[config.mk]
export PLATFORM = sky130hd
export DESIGN_NAME = hazard_stall_ctrl
export DESIGN_NICKNAME = d
export VERILOG_FILES = /design/src/rtl/hazard_stall_ctrl_pkg.sv /design/src/rtl/hazard_stall_ctrl_perf_counter.sv /design/src/rtl/hazard_stall_ctrl.sv
export SDC_FILE = /design/constraint.sdc
export NUM_CORES = 1
export LEC_CHECK = 0
export ABC_CLOCK_PERIOD_IN_PS = 4300
export BUFFER_PORTS_ARGS = -buffer_cell sky130_fd_sc_hd__buf_2
export CORE_MARGIN = 2
export CORE_UTILIZATION = 42
export CTS_CLUSTER_SIZE = 14
export DETAILED_ROUTE_END_ITERATION = 8
export GPL_ROUTABILITY_DRIVEN = 0
export GPL_TIMING_DRIVEN = 0
export PLACE_DENSITY = 0.85
export REMOVE_ABC_BUFFERS = 1
export SYNTH_ARGS = -nofsm -noshare
export SYNTH_HDL_FRONTEND = slang
export SYNTH_SLANG_ARGS = --single-unit
[constraint.sdc]
create_clock -name clk -period 4.3 [get_ports clk]
set_input_delay 0.43 -clock clk [delete_from_list [all_inputs] [get_ports clk]]
set_output_delay 0.43 -clock clk [all_outputs]
set_load 0.01 [all_outputs]
[src/rtl/hazard_stall_ctrl_pkg.sv]
// Shared definitions for the hazard/stall controller: state encodings,
// write-back select code for loads, register address width and default slow-device wait.
package hazard_stall_ctrl_pkg;

    localparam int          REG_ADDR_BUS      = 4;
    localparam int          SLOW_WAIT_DEFAULT = 3;
    localparam logic [2:0]  WB_DATA_OP_MEM    = 3'd1;

    typedef enum logic [1:0] {
        ST_RUN        = 2'd0,
        ST_LOAD_STALL = 2'd1,
        ST_MEM_WAIT   = 2'd2
    } stall_state_e;

endpackage

[src/rtl/hazard_stall_ctrl_perf_counter.sv]
// Saturating 16-bit event counter for stall/flush statistics.
// Only compiled when STALL_PERF_CNT_EN is defined.
`ifdef STALL_PERF_CNT_EN
module stall_perf_counter (
    input  logic        clk,
    input  logic        rst,
    input  logic        inc,
    output logic [15:0] count
);

    logic [15:0] cnt_q;
    logic [15:0] cnt_d;

    always_comb begin
        cnt_d = cnt_q;
        if (inc && (cnt_q != 16'hFFFF)) begin
            cnt_d = cnt_q + 16'd1;
        end
    end

    always_ff @(posedge clk or negedge rst) begin
        if (!rst) begin
            cnt_q <= '0;
        end else begin
            cnt_q <= cnt_d;
        end
    end

    assign count = cnt_q;

endmodule
`endif

[src/rtl/hazard_stall_ctrl.sv]
// Pipeline hazard/stall controller: load-use, branch flush, shared-bus conflict and
// slow-device freeze. Optional perf counters under macro STALL_PERF_CNT_EN.
//
// state         | meaning
// RUN           | normal flow, all hazards evaluated
// LOAD_STALL    | bubble inserted for a load-use; behaves like RUN
// MEM_WAIT      | slow-device freeze; wait counter != 0 freezes, == 0 is the release cycle
module hazard_stall_ctrl
    import hazard_stall_ctrl_pkg::*;
#(
    parameter int SLOW_WAIT = SLOW_WAIT_DEFAULT
) (
    input  logic                    clk,
    input  logic                    rst,
    input  logic [REG_ADDR_BUS-1:0] id_reg1_addr,
    input  logic [REG_ADDR_BUS-1:0] id_reg2_addr,
    input  logic                    id_reg1_read,
    input  logic                    id_reg2_read,
    input  logic [REG_ADDR_BUS-1:0] ex_wb_addr,
    input  logic                    ex_reg_write,
    input  logic [2:0]              ex_wb_data_op,
    input  logic                    mem_access_req,
    input  logic                    mem_slow,
    input  logic                    ex_branch_taken,
    output logic                    pc_hold,
    output logic                    if_id_hold,
    output logic                    if_id_flush,
    output logic                    id_ex_hold,
    output logic                    id_ex_flush,
    output logic                    ex_mem_hold,
    output logic                    mem_wb_flush,
    output logic [1:0]              stall_state,
    output logic [15:0]             stall_cycles,
    output logic [15:0]             flush_count
);

    localparam logic [3:0] WAIT_LOAD = 4'(SLOW_WAIT - 1);

    stall_state_e state_q, state_d;
    logic [3:0]   wait_cnt_q, wait_cnt_d;

    logic load_use, slow, conflict, frozen, allow_slow;
    logic pc_hold_c, if_id_hold_c, if_id_flush_c, id_ex_hold_c;
    logic id_ex_flush_c, ex_mem_hold_c, mem_wb_flush_c;

    assign load_use = ex_reg_write && (ex_wb_data_op == WB_DATA_OP_MEM) &&
                      ((id_reg1_read && (id_reg1_addr == ex_wb_addr)) ||
                       (id_reg2_read && (id_reg2_addr == ex_wb_addr)));
    assign slow       = mem_access_req && mem_slow;
    assign conflict   = mem_access_req && !mem_slow;
    assign frozen     = (state_q == ST_MEM_WAIT) && (wait_cnt_q != 4'd0);
    assign allow_slow = (state_q != ST_MEM_WAIT);

    always_comb begin
        state_d        = state_q;
        wait_cnt_d     = wait_cnt_q;
        pc_hold_c      = 1'b0;
        if_id_hold_c   = 1'b0;
        if_id_flush_c  = 1'b0;
        id_ex_hold_c   = 1'b0;
        id_ex_flush_c  = 1'b0;
        ex_mem_hold_c  = 1'b0;
        mem_wb_flush_c = 1'b0;

        if (frozen || (allow_slow && slow)) begin
            pc_hold_c      = 1'b1;
            if_id_hold_c   = 1'b1;
            id_ex_hold_c   = 1'b1;
            ex_mem_hold_c  = 1'b1;
            mem_wb_flush_c = 1'b1;
            if (frozen) begin
                wait_cnt_d = wait_cnt_q - 4'd1;
            end else begin
                wait_cnt_d = WAIT_LOAD;
                state_d    = ST_MEM_WAIT;
            end
        end else if (ex_branch_taken) begin
            if_id_flush_c = 1'b1;
            id_ex_flush_c = 1'b1;
            state_d       = ST_RUN;
        end else begin
            state_d = ST_RUN;
            // a bus conflict and a load-use can stack in the same cycle
            if (conflict) begin
                pc_hold_c     = 1'b1;
                if_id_flush_c = 1'b1;
            end
            if (load_use) begin
                pc_hold_c     = 1'b1;
                if_id_hold_c  = 1'b1;
                id_ex_flush_c = 1'b1;
                state_d       = ST_LOAD_STALL;
            end
        end
    end

    always_ff @(posedge clk or negedge rst) begin
        if (!rst) begin
            state_q    <= ST_RUN;
            wait_cnt_q <= 4'd0;
        end else begin
            state_q    <= state_d;
            wait_cnt_q <= wait_cnt_d;
        end
    end

    // gate with reset so outputs drop immediately, without waiting for a clock
    assign pc_hold      = pc_hold_c      & rst;
    assign if_id_hold   = if_id_hold_c   & rst;
    assign if_id_flush  = if_id_flush_c  & rst;
    assign id_ex_hold   = id_ex_hold_c   & rst;
    assign id_ex_flush  = id_ex_flush_c  & rst;
    assign ex_mem_hold  = ex_mem_hold_c  & rst;
    assign mem_wb_flush = mem_wb_flush_c & rst;
    assign stall_state  = state_q;

`ifdef STALL_PERF_CNT_EN
    // a branch flush is the only id_ex_flush without pc_hold
    stall_perf_counter u_stall_cnt (
        .clk   (clk),
        .rst   (rst),
        .inc   (pc_hold),
        .count (stall_cycles)
    );

    stall_perf_counter u_flush_cnt (
        .clk   (clk),
        .rst   (rst),
        .inc   (id_ex_flush & ~pc_hold),
        .count (flush_count)
    );
`else
    assign stall_cycles = 16'd0;
    assign flush_count  = 16'd0;
`endif

endmodule

==> impl_metrics.tcl <==
set metrics [dict create \
    r2r-start "wait_cnt_q[1]$_DFFE_PN0N_" \
    drive_above_1_share_pct 30.5 \
    clock_path_buffers 2 \
    cellPowerDensity_nw_per_um2 406 \
    power_frac_seq_pct 27.4 \
    ys_top_cells_by_count "buf_4 (34), nor2_1 (8), xor2_1 (8), nor3_1 (7)" \
    maxCapViolations 0 \
    antenna_found_initial 0 \
    crit_arrival_ns 1.92 \
    htree_levels 1 \
    hold_violations 0 \
    ios 64 \
    p_leak_nw 0.474 \
    grt_pass1_vias 557 \
    finalSetupViolations 0 \
    post-synth-top-count-cell "buf_4" \
    fin_crit_sh_pct 54.7 \
    clkLatencyLatePin_ns 0.26 \
    critPathKind "reg2out" \
    fin_skew_ns 0.0124 \
    grt_use_total_pct 14.4 \
    whs_path_depth 2 \
    grt_remaining_overflow 0 \
    drc 0 \
    grt_pass1_wl_mm 2.22 \
    tritoncts "built" \
    core_sq_um 1750 \
    crit_path_cell_trace "inv_1 -> ha_1 -> or3b_4 -> mux2i_4 -> nand2_1 -> nor2_1 -> buf_2" \
    vias 674 \
    grt_max_degree 9 \
    cp.buffers_inverters 2 \
    synth_edf_count 0 \
    regArea_sq_um 150 \
    routed_wl_mm 1.50 \
    ys_seq_elements 6 \
    comb_power_share_pct 57.3 \
    critPathLaunchType "flip-flop" \
    synth_area_leader_cell "buf_4" \
    swShare_pct 44.2 \
    p_int_mw 0.198 \
    cts_made_buffers 3 \
    max_stage_delay_ns 0.42 \
    end_kind "output pin" \
    synth_warnings 0 \
    postSynthAreaPerCell_sq_um 8.03 \
    hold_class "in2reg" \
    fillers 184 \
    critical_path.top_delay_family "simple AND/OR/NAND/NOR gates" \
    timing.setup.tns_ns 0 \
    cp-startpoint "wait_cnt_q[1]$_DFFE_PN0N_" \
    slowest_stage "or3b_4" \
    r2r-end "stall_state[0]$_DFFE_PN0P_" \
    wl_per_cell_um 9.62 \
    synth_cells 99 \
    finalCriticalPeriod_ns 2.35 \
    max_freq_mhz 425 \
    initial_core_util_pct 45.5 \
    drtPass1Iterations 4 \
    die_x_um 47.5 \
    synthDistinctLibCells 26 \
    root_buffer "clkbuf_4" \
    status "finished clean" \
    dpl.hpwl_mm 1.28 \
    fin_nets 157 \
    async_flop_share_pct 100 \
    multi_input_area_sq_um 479 \
    pwr-share-clk_pct 15.4 \
    crit_end "if_id_flush" \
    chipHeight_um 47.5 \
    antenna_cells 0 \
    crit_fanout 8 \
    antenna_left 0 \
    vias_per_cell 4.32 \
    syn_area_sq_um 795 \
    post_cts.repair.setup_buffers 0 \
    synth.top_cell.area_share_pct 32.1 \
    r2r_cells 6 \
    path_depth 7 \
    drv_slew 0 \
    rows 15 \
    synth_area_leaders "buf_4 (32%), dfrtp_1 (19%), xor2_1 (8.8%)" \
    netSwitchingPower_mw 0.157 \
    ir_drop_mv 0.178 \
    clkTransAtPathRegs_ns 0.05 \
    synth_flop_cell "dfrtp_1" \
    r2r_setup_slack_ns 2.69 \
    final_util_pct 50.1 \
    die-area_sq_um 2260 \
    cts.sinks 6 \
    yosysSeqAreaShare_pct 18.9 \
    rsz0062_at_grt "no" \
    required_ns 3.87 \
    port_buffers 31 \
    flow.area_growth_from_synthesis_pct 10.1 \
    drtIter0Drc 6 \
]
-- flip-flops by register name (all words and copies together) (netlist names) --
signal       count
stall_state      2
wait_cnt_q       4
-- area by class of cell --
type,count,area share (%)
Multi-Input combinational cell,83,54.8
Timing Repair Buffer,32,18.9
Inverter,7,3.00
Sequential cell,6,17.2
Clock buffer,3,2.58
Tap cell,25,3.58
-- metal layers --
metal | share of wire [%] | global-route usage (%) | up-vias
li1 | - | - | 327
met1 | 33 | 14.5 | 288
met2 | 52 | 25.9 | 55
met3 | 13 | 3.77 | 4
met4 | 2.0 | 9.44 | 0
met5 | 0 | 0 | -
-- cell usage in the layout (no fill, tap or decap), types with 2 or more instances in the layout --
cell type | netlist | final
conb_1 | 1 | 32
buf_2 | 0 | 31
nor2_1 | 8 | 8
xor2_1 | 8 | 8
nor3_1 | 7 | 7
inv_1 | 6 | 6
dfrtp_1 | 6 | 6
o21ai_0 | 5 | 5
nand2_1 | 4 | 4
clkbuf_4 | 0 | 3
nor4_1 | 2 | 2
a22oi_1 | 2 | 2
a21oi_1 | 2 | 2
-- worst min path at each step --
stage,startpoint,endpoint,slack [ns]
5_1_grt,ex_branch_taken,stall_state[0]$_DFFE_PN0P_,0.44
4_1_cts,ex_branch_taken,stall_state[0]$_DFFE_PN0P_,0.41
3_3_place_gp,rst,wait_cnt_q[2]$_DFFE_PN0N_,0.27
6_report,ex_branch_taken,stall_state[0]$_DFFE_PN0P_,0.42
3_5_place_dp,rst,wait_cnt_q[2]$_DFFE_PN0N_,0.27
2_1_floorplan,rst,stall_state[0]$_DFFE_PN0P_,0.13
-- repair_timing --
item                       4_1_cts  5_1_grt
hold buffers                     1        0
resized for setup                0        0
hold endpoints to repair         3        0
setup endpoints to repair        0        0
-- worst reg2reg max path: cells and delay by family, from the launching register on --
kind          cells  cell delay, ns
fa+ha+maj         1            0.18
simple gates      2            0.54
mux               1            0.27
flops             1            0.37
buf+inv           2            0.15
-- power groups by stage --
stage / clock network [mW] / registers [mW] / logic (mW)
detailed placement: 0 / 0.0972 / 0.203
finish: 0.0545 / 0.0971 / 0.203
global placement: 0 / 0.0968 / 0.193
floorplan: 0 / 0.0962 / 0.142
global route: 0.0603 / 0.0986 / 0.228
CTS: 0.0570 / 0.0969 / 0.204
-- stage by stage --
stage	instance area [sq um]	instances	power, mW	hold slack, ns	setup slack, ns
detailed placement	842	152	0.301	0.273	2.21
finish	875	156	0.355	0.424	1.95
CTS	875	156	0.358	0.413	1.94
floorplan	656	96	0.238	0.134	2.37
global route	875	156	0.387	0.441	1.84
global placement	842	152	0.290	0.267	2.23
-- logic make-up (layout without fill, tap and decap cells) --
logic type	count (synthesis)	count (layout)	synth area share [%]
DFF	6	6	18.9
other	1	32	0.472
and+or+nand+nor	28	28	21.6
adders and majority gates	1	1	1.57
buffers and inverters	41	42	35.4
AOI/OAI and AO/OA	12	12	9.29
xor gates and xnor gates	9	9	9.92
muxes	1	1	2.83
Power figures use the tool's default switching activity.
